[src/rtl/dmem_pkg.sv]
// Shared encodings and helpers for the dual-slot data-memory arbiter.
// Contents: load/store type encodings, arbiter state enum, store lane payload
// struct and the store lane-placement function.
package dmem_pkg;

    localparam int unsigned XLEN   = 32;
    localparam int unsigned NBYTES = XLEN / 8;

    typedef enum logic [2:0] {
        LD_NONE = 3'b000,
        LB      = 3'b001,
        LH      = 3'b010,
        LW      = 3'b011,
        LBU     = 3'b100,
        LHU     = 3'b101
    } load_e;

    typedef enum logic [1:0] {
        ST_NONE = 2'b00,
        SB      = 2'b01,
        SH      = 2'b10,
        SW      = 2'b11
    } store_e;

    typedef enum logic {
        IDLE   = 1'b0,
        SECOND = 1'b1
    } state_e;

    // Byte enables plus lane-placed write data for one store.
    typedef struct packed {
        logic [NBYTES-1:0] we;
        logic [XLEN-1:0]   wdata;
    } wr_lanes_t;

    // Place store data on the RAM byte lanes; replication lets the enables
    // alone pick the target lanes.
    function automatic wr_lanes_t st_lanes(input logic [1:0]      st,
                                           input logic [1:0]      off,
                                           input logic [XLEN-1:0] data);
        wr_lanes_t l;
        l = '0;
        case (st)
            SB: begin
                l.we    = 4'b0001 << off;
                l.wdata = {4{data[7:0]}};
            end
            SH: begin
                l.we    = off[1] ? 4'b1100 : 4'b0011;
                l.wdata = {2{data[15:0]}};
            end
            SW: begin
                l.we    = 4'b1111;
                l.wdata = data;
            end
            default: l = '0;
        endcase
        return l;
    endfunction

endpackage

[src/rtl/dmem_fmt.sv]
// Load data formatter: picks the byte/half addressed by the latched offset
// and sign- or zero-extends it.
// Ports: ld_type (load encoding), off (byte offset), raw (RAM word),
//        fmt_data_c (formatted result, combinational).
module dmem_fmt
    import dmem_pkg::*;
(
    input  logic [2:0]  ld_type,
    input  logic [1:0]  off,
    input  logic [31:0] raw,
    output logic [31:0] fmt_data_c
);

    logic [7:0]  byte_c;
    logic [15:0] half_c;

    // Lane select, then extension by load type; unknown types read as zero.
    always_comb begin
        case (off)
            2'd0:    byte_c = raw[7:0];
            2'd1:    byte_c = raw[15:8];
            2'd2:    byte_c = raw[23:16];
            default: byte_c = raw[31:24];
        endcase
        half_c = off[1] ? raw[31:16] : raw[15:0];
        case (ld_type)
            LB:      fmt_data_c = {{24{byte_c[7]}}, byte_c};
            LH:      fmt_data_c = {{16{half_c[15]}}, half_c};
            LW:      fmt_data_c = raw;
            LBU:     fmt_data_c = {24'h0, byte_c};
            LHU:     fmt_data_c = {16'h0, half_c};
            default: fmt_data_c = '0;
        endcase
    end

endmodule

[src/rtl/dmem_arbiter.sv]
// Arbitrates the single-port synchronous-read data RAM between the two
// M-stage slots. Conflicting same-cycle accesses are serialized slot 1 first
// behind a one-cycle stall; same-word dual loads share one access.
// Ports: CLK/NRST; per slot mem_load/mem_store type, result (byte address),
//        reg_data2 (store data); stall to the pipeline; load_dataW1/W2
//        formatted load results; mem_en/mem_we/mem_addr/mem_wdata drive the
//        RAM, mem_rdata returns one cycle after mem_en.
module dmem_arbiter
    import dmem_pkg::*;
#(
    parameter int unsigned MEM_ADDR_W = 14
) (
    input  logic                  CLK,
    input  logic                  NRST,
    input  logic [2:0]            mem_loadM1,
    input  logic [1:0]            mem_storeM1,
    input  logic [31:0]           resultM1,
    input  logic [31:0]           reg_data2M1,
    input  logic [2:0]            mem_loadM2,
    input  logic [1:0]            mem_storeM2,
    input  logic [31:0]           resultM2,
    input  logic [31:0]           reg_data2M2,
    output logic                  stall,
    output logic [31:0]           load_dataW1,
    output logic [31:0]           load_dataW2,
    output logic                  mem_en,
    output logic [3:0]            mem_we,
    output logic [MEM_ADDR_W-1:0] mem_addr,
    output logic [31:0]           mem_wdata,
    input  logic [31:0]           mem_rdata
);

    state_e                state_q, state_d;
    logic [2:0]            ld1_q, ld1_d, ld2_q, ld2_d;
    logic [1:0]            off1_q, off1_d, off2_q, off2_d;
    logic [31:0]           hold1_q, hold1_d;
    logic                  sel_hold_q, sel_hold_d;
    logic                  req1_c, req2_c, same_word_c, conflict_c;
    logic [MEM_ADDR_W-1:0] waddr1_c, waddr2_c;
    wr_lanes_t             lanes1_c, lanes2_c;
    logic [31:0]           fmt1_c, fmt2_c;
    logic                  unused_addr_bits;

    assign waddr1_c = resultM1[MEM_ADDR_W+1:2];
    assign waddr2_c = resultM2[MEM_ADDR_W+1:2];
    assign unused_addr_bits = ^{resultM1[31:MEM_ADDR_W+2], resultM2[31:MEM_ADDR_W+2]};

    // Request and conflict decode.
    assign req1_c      = (mem_loadM1 != LD_NONE) || (mem_storeM1 != ST_NONE);
    assign req2_c      = (mem_loadM2 != LD_NONE) || (mem_storeM2 != ST_NONE);
    assign same_word_c = (mem_loadM1 != LD_NONE) && (mem_loadM2 != LD_NONE)
                         && (waddr1_c == waddr2_c);
    assign conflict_c  = req1_c && req2_c && !same_word_c;

    assign lanes1_c = st_lanes(mem_storeM1, resultM1[1:0], reg_data2M1);
    assign lanes2_c = st_lanes(mem_storeM2, resultM2[1:0], reg_data2M2);

    dmem_fmt u_fmt1 (
        .ld_type    (ld1_q),
        .off        (off1_q),
        .raw        (mem_rdata),
        .fmt_data_c (fmt1_c)
    );

    dmem_fmt u_fmt2 (
        .ld_type    (ld2_q),
        .off        (off2_q),
        .raw        (mem_rdata),
        .fmt_data_c (fmt2_c)
    );

    // Slot 1 of a serialized pair is read a cycle early, so present it from hold1.
    assign load_dataW1 = sel_hold_q ? hold1_q : fmt1_c;
    assign load_dataW2 = fmt2_c;

    // Next-state, RAM drive and per-slot latch control.
    always_comb begin
        state_d    = state_q;
        stall      = 1'b0;
        mem_en     = 1'b0;
        mem_we     = '0;
        mem_addr   = waddr1_c;
        mem_wdata  = '0;
        ld1_d      = ld1_q;
        off1_d     = off1_q;
        ld2_d      = ld2_q;
        off2_d     = off2_q;
        hold1_d    = hold1_q;
        sel_hold_d = 1'b0;
        case (state_q)
            IDLE: begin
                ld1_d  = mem_loadM1;
                off1_d = resultM1[1:0];
                ld2_d  = mem_loadM2;
                off2_d = resultM2[1:0];
                if (conflict_c) begin
                    stall   = 1'b1;
                    state_d = SECOND;
                    ld2_d   = LD_NONE;
                end
                if (req1_c) begin
                    mem_en    = 1'b1;
                    mem_we    = lanes1_c.we;
                    mem_wdata = lanes1_c.wdata;
                end else if (req2_c) begin
                    mem_en    = 1'b1;
                    mem_addr  = waddr2_c;
                    mem_we    = lanes2_c.we;
                    mem_wdata = lanes2_c.wdata;
                end
            end
            SECOND: begin
                mem_en     = 1'b1;
                mem_addr   = waddr2_c;
                mem_we     = lanes2_c.we;
                mem_wdata  = lanes2_c.wdata;
                ld2_d      = mem_loadM2;
                off2_d     = resultM2[1:0];
                hold1_d    = fmt1_c;
                sel_hold_d = 1'b1;
                state_d    = IDLE;
            end
            default: state_d = IDLE;
        endcase
        // While reset is held the RAM and pipeline see no activity.
        if (!NRST) begin
            stall  = 1'b0;
            mem_en = 1'b0;
            mem_we = '0;
        end
    end

    // State and per-slot registers.
    always_ff @(posedge CLK or negedge NRST) begin
        if (!NRST) begin
            state_q    <= IDLE;
            ld1_q      <= LD_NONE;
            ld2_q      <= LD_NONE;
            off1_q     <= '0;
            off2_q     <= '0;
            hold1_q    <= '0;
            sel_hold_q <= 1'b0;
        end else begin
            state_q    <= state_d;
            ld1_q      <= ld1_d;
            ld2_q      <= ld2_d;
            off1_q     <= off1_d;
            off2_q     <= off2_d;
            hold1_q    <= hold1_d;
            sel_hold_q <= sel_hold_d;
        end
    end

endmodule

[config.mk]
export PLATFORM = sky130hd
export DESIGN_NAME = dmem_arbiter
export DESIGN_NICKNAME = d
export VERILOG_FILES = /design/src/rtl/dmem_pkg.sv /design/src/rtl/dmem_fmt.sv /design/src/rtl/dmem_arbiter.sv
export SDC_FILE = /design/constraint.sdc
export NUM_CORES = 1
export LEC_CHECK = 0
export CORE_MARGIN = 2
export CORE_UTILIZATION = 30
export CTS_CLUSTER_DIAMETER = 200
export DETAILED_ROUTE_END_ITERATION = 7
export DONT_BUFFER_PORTS = 1
export SLEW_MARGIN = 10
export SYNTH_ARGS = -nofsm -noshare
export SYNTH_HDL_FRONTEND = slang
export SYNTH_SLANG_ARGS = --single-unit
[constraint.sdc]
create_clock -name CLK -period 2.7 [get_ports CLK]
set_input_delay 0.675 -clock CLK [delete_from_list [all_inputs] [get_ports CLK]]
set_output_delay 0.675 -clock CLK [all_outputs]
set_load 0.05 [all_outputs]
**After elaboration in Yosys (flattened, before gate mapping)**

Index checks and enable logic that the tools add are counted.

- Bits of input ports: 172
- Register bits: 44

- Reduce and logical (&&, ||, !) cells: 13
- Multiplexer cells: 32
- Shifts and indexed selects: 2
- Equality and inequality tests: 21
- Bitwise logic cells: 1

Operators by type and width:

| operator | number |
|---|---|
| 32-bit case mux with 5 select lines | 2 |
| 36-bit case mux with 3 select lines | 2 |
| 32-bit 2-to-1 mux | 3 |
| 32-bit case mux with 2 select lines | 1 |
| 8-bit case mux with 3 select lines | 2 |
| 16-bit 2-to-1 mux | 2 |
| 14-bit 2-to-1 mux | 2 |
| 14-bit case mux with 2 select lines | 1 |
| 4-bit 2-to-1 mux | 5 |
| 14-bit == test | 1 |
| 2-bit == test, second input constant | 6 |
| 3-bit by 2-bit == test with 1-bit output, second input constant | 4 |
| 3-bit == test, second input constant | 4 |
| 2-bit by 1-bit == test with 1-bit output, second input constant | 4 |
| 4-bit case mux with 2 select lines | 1 |
| 1-bit by 2-bit left shift with 4-bit output, first input constant | 2 |
| 1-bit 2-to-1 mux | 7 |
| 3-bit by 1-bit == test with 1-bit output, second input constant | 2 |
| 3-bit case mux with 2 select lines | 1 |
| 3-bit nonzero test | 2 |
| 1-bit logical AND | 4 |
| 2-bit zero test | 2 |
| 1-bit case mux with 2 select lines | 2 |
| 2-bit nonzero test | 2 |
| 4 further kinds | 5 |

**Depth between registers and ports, before layout**

- Word-level depth: 8
- Depth in mapped cells: 7
- Gate-level depth less buffers: 4

**Modules after synthesis**

A second synthesis with hierarchy kept.

- Cell total of the unflattened synthesis: 690
- Area, all modules: 6032.0 sq um

Modules (own cells, without submodules):

| module | area an instance (sq um) | cells an instance | times used |
|---|---|---|---|
| dmem_arbiter | 3659.8 | 354 | 1 |
| dmem_fmt | 1186.1 | 168 | 2 |

**Worst setup path before layout**

No wires, ideal clock.

- Path type: input -> output
- From: input mem_loadM1[1]
- To: output mem_wdata[30]
- Setup slack: -0.619 ns
- Arrival: 2.644 ns
- Stages on the path: 4
- Cells stage by stage: nor3_1 -> a21oi_1 -> clkbuf_1 -> o21ai_0

- Cells in the longest elaborated chain, start to end: 4

Ends and longest elaborated chain:

| element | RTL line | RTL |
|---|---|---|
| from (decl) | dmem_arbiter.sv:15 | `input logic [2:0] mem_loadM1,` |
| 3-bit nonzero test | dmem_arbiter.sv:49 | `assign req1_c = (mem_loadM1 != LD_NONE) \|\| (mem_storeM1 != ST_NONE);` |
| 1-bit logical OR | dmem_arbiter.sv:49 |  |
| 32-bit 2-to-1 mux | dmem_arbiter.sv:101 | `if (req1_c) begin` |
| 32-bit case mux with 2 select lines | dmem_arbiter.sv:90 | `case (state_q)` |
| to (decl) | dmem_arbiter.sv:29 | `output logic [31:0] mem_wdata,` |

Every way passes these cells.

**Worst setup path in the final report**

- From: register off1_q[0]
- To: output load_dataW1[5]

- Cells in the longest elaborated chain, start to end: 4
- Elaborated cells on any way between the ends: 6

Ends and longest elaborated chain:

| element | RTL line | RTL |
|---|---|---|
| from (decl) | dmem_arbiter.sv:35 | `logic [1:0] off1_q, off1_d, off2_q, off2_d;` |
| from (signal assigned) | dmem_arbiter.sv:139 | `off1_q <= '0;` |
| from (signal assigned) | dmem_arbiter.sv:147 | `off1_q <= off1_d;` |
| 2-bit == test, or another cell as far along | dmem_fmt.sv:19 | `case (off)` |
| 8-bit case mux with 3 select lines (*) | dmem_fmt.sv:19 |  |
| 32-bit case mux with 5 select lines (*) | dmem_fmt.sv:26 | `case (ld_type)` |
| 32-bit 2-to-1 mux (*) | dmem_arbiter.sv:73 | `assign load_dataW1 = sel_hold_q ? hold1_q : fmt1_c;` |
| to (decl) | dmem_arbiter.sv:24 | `output logic [31:0] load_dataW1,` |

Every way passes the cells marked *; elsewhere a longest branch is shown, timed or not.

==> flow_summary.json <==
{
  "post-route-period-util_pct": 104.7,
  "final_common_cell": "buf_4",
  "die_area_um2": 19290,
  "muxShareOfSynthArea_pct": 21.21,
  "syn_avg_cell_area_um2": 8.195,
  "drtIter0Drc": 525,
  "min_period_ns": 2.826,
  "synth_compound_area_share_pct": 33.54,
  "first_pass_iters": 5,
  "insertion_delay_ns": 0.31,
  "nets": 962,
  "die_width_um": 138.9,
  "hp-class": "in2async",
  "synth-async-reset-ratio_pct": 100.0,
  "finalHoldViolCount": 0,
  "hold_buffers": 0,
  "overflow": 0,
  "yosys.area.top_type_share_pct": 20.17,
  "drt_wl_total_mm": 25.21,
  "power.density_nw_per_um2": 1015,
  "p_seq_share_pct": 12.5,
  "layout_common_cells": "buf_4, buf_12, nand2_1",
  "antenna_found_initial": 2,
  "ys_seq_area_share_pct": 20.17,
  "gp_congestion": 0.9242,
  "synth_warnings": 0,
  "numCtsBuffers": 5,
  "synth_top_family_by_area": "compound AO/OA/AOI/OAI gates",
  "top_usage_layer": "met2",
  "cap_violations": 0,
  "grt_max_degree": 65,
  "die_h_um": 138.9,
  "cpMaxStageDelayCell": "dfrtp_1",
  "synth_area_leader_cell": "dfrtp_1",
  "p_int_uw": 4588,
  "rows": 49,
  "p_clk_share_pct": 9.0,
  "relSlewSlack_pct": 46.34,
  "comb_power_share_pct": 78.5,
  "syn_inst": 666,
  "vias": 6455,
  "worst_path_most_repeated_cell": "buf_12",
  "worst_pin_slew_ns": 0.8032,
  "outcome": "complete, but fails checks",
  "synth-simple-area-share_pct": 15.96,
  "rsz0062_at_grt": "yes",
  "synth_fp_nets": 838,
  "cts_tree": "built",
  "met3_usage_pct": 7.700,
  "critPathCaptureType": "output pin",
  "violations": "negative setup slack",
  "dpl.hpwl_mm": 16.80,
  "syn_area_um2": 5458,
  "critPathKind": "reg2out",
  "initial_core_util_pct": 30.49,
  "ys.flop_type": "dfrtp_1",
  "wire_per_inst_um": 24.69,
  "grt_pass1_vias": 6382,
  "grtUsageTotal_pct": 23.79,
  "ios": 288,
  "synthTopCellsByArea": "dfrtp_1, mux2_2, mux2i_1",
  "maxSlewViolCount": 0,
  "cpPeakStageDelay_ns": 0.41,
  "arrival_ns": 2.15,
  "power_leakage_uw": 0.003727,
  "synth_fa_ha_area_share_pct": 0,
  "drc_errors": 0,
  "p_sw_share_pct": 49.47,
  "antenna_left": 0,
  "clk_pin_slew_ns": 0.07,
  "numPortBuffers": 0,
  "cts_sinks": 44,
  "irDropWorstVdd_v": 0.0007699,
  "p_switching_uw": 4491,
  "cp_max_fo": 8,
  "crit_required_ns": 2.03,
  "synth_xor_area_share_pct": 2.407,
  "use_met2_pct": 41.43,
  "area_growth_pct": 63.82,
  "cts_buffer_depth": 2,
  "instances_no_fill": 1021,
  "dp_cells": 970,
  "synth-edff-count": 0,
  "use_met1_pct": 27.02,
  "dp_slack_ns": -0.2114,
  "final-setup-viol-count": 57,
  "setup_ws_ns": -0.1263,
  "vias_per_cell": 6.322,
  "drive_above_1_share_pct": 47.28,
  "ys_seq_elements": 44,
  "crit_chain": "buf_6, buf_12, mux2i_2, mux2i_1, a221oi_2, o31ai_4, buf_12",
  "synth.distinct_cells": 54,
  "start_kind": "flop",
  "grt_pass1_wl_mm": 36.80,
  "htree_levels": 2,
  "core_um2": 17900,
  "fin_skew_ns": 0.01148,
  "ctsRootBufferMaster": "clkbuf_16",
  "fmax_mhz": 353.8
}
## power groups by stage
| stage | clock, µW | combinational [µW] | sequential [µW] |
|---|---|---|---|
| floorplan | 0 | 4220 | 1050 |
| global placement | 0 | 6200 | 1120 |
| detailed placement | 0 | 6240 | 1130 |
| CTS | 834 | 6810 | 1120 |
| global route | 860 | 7400 | 1170 |
| finish | 819 | 7120 | 1140 |
## through the flow
step | hold WS [ns] | power (µW) | utilization [%] | TNS (ns) | instance area [µm²]
global placement | 0.3814 | 7315 | 42.38 | -2.995 | 7587
floorplan | 0.3519 | 5267 | - | -8.363 | 5796
global route | 0.04744 | 9424 | 49.94 | -6.866 | 8941
detailed placement | 0.3814 | 7369 | 42.38 | -4.111 | 7587
finish | 0.05758 | 9079 | 49.94 | -3.650 | 8941
CTS | 0.05231 | 8764 | 47.49 | -3.548 | 8502
## what timing repair did
item	CTS	global route
pin swaps	32	28
buffers inserted	22	16
endpoints found under the setup margin	70	91
resized for setup	93	62
cloned	3	2
## final timing paths
path                              from              to  slack [ns]  cells after the start
setup / recovery             off1_q[0]  load_dataW1[5]       -0.13                      7
hold reg to reg            hold1_q[13]     hold1_q[13]        0.50                      1
setup reg to reg               state_q     hold1_q[23]        0.24                      4
min in group CLK           resultM2[1]       off2_q[1]        0.40                      0
hold / removal                    NRST     hold1_q[27]        0.06                      0
max in group asynchronous         NRST       off2_q[1]        2.52                      0
## cell usage after synthesis, drive strengths merged (2+ instances only)
library cell and count:
a211o 8, a21boi 4, a21o 19, a21oi 44, a221o 15, a221oi 8
a22o 17, a22oi 16, a2bb2oi 8, and2 10, buf 19, clkbuf 45
dfrtp 44, inv 26, mux2 47, mux2i 41, mux4 8, nand2 64
nand2b 4, nand3 2, nand3b 7, nand4 3, nand4b 17, nor2 17
nor2b 16, nor3 9, o211ai 17, o21a 4, o21ai 39, o21bai 2
o22a 8, o22ai 33, o31ai 16, or3 2, or3b 2, xnor2 14
## layer usage
metal / vias up / wire length, µm / share of wire [%]
met2: 408 / 12690 / 50
li1: 2815 / - / -
met1: 3147 / 8874 / 35
met4: 2 / 973 / 3.9
met3: 83 / 2657 / 11
met5: - / 11 / 0.044
## cell families (layout without fill, tap and decap cells)
| family | after synthesis | in the layout |
|---|---|---|
| muxes | 96 | 96 |
| and+or+nand+nor | 160 | 160 |
| xor gates and xnor gates | 15 | 15 |
| other | 0 | 1 |
| buffers and inverters | 90 | 214 |
| DFF | 44 | 44 |
| AOI/OAI and AO/OA | 261 | 262 |
## critical path, delay by kind of cell (launching register included)
family	cells	cell delay [ns]
buffers and inverters	3	0.50
AOI/OAI and AO/OA	2	0.50
muxes	2	0.44
DFF	1	0.41
## area by class of cell
type	instances	area, µm²
antenna	1	2.502
clock buffer	6	128.9
clock inverter	2	60.06
fill	1572	8961
inverter	26	97.59
multi-input combinational	533	4951
sequential	44	1115
tap	229	286.5
timing repair buffer	180	2300
## flip-flops by register name (all words and copies together), names as in the netlist
name        flops
off1_q          2
hold1_q        32
ld2_q           3
state_q         1
sel_hold_q      1
off2_q          2
ld1_q           3
(Power assumes the default switching activity.)
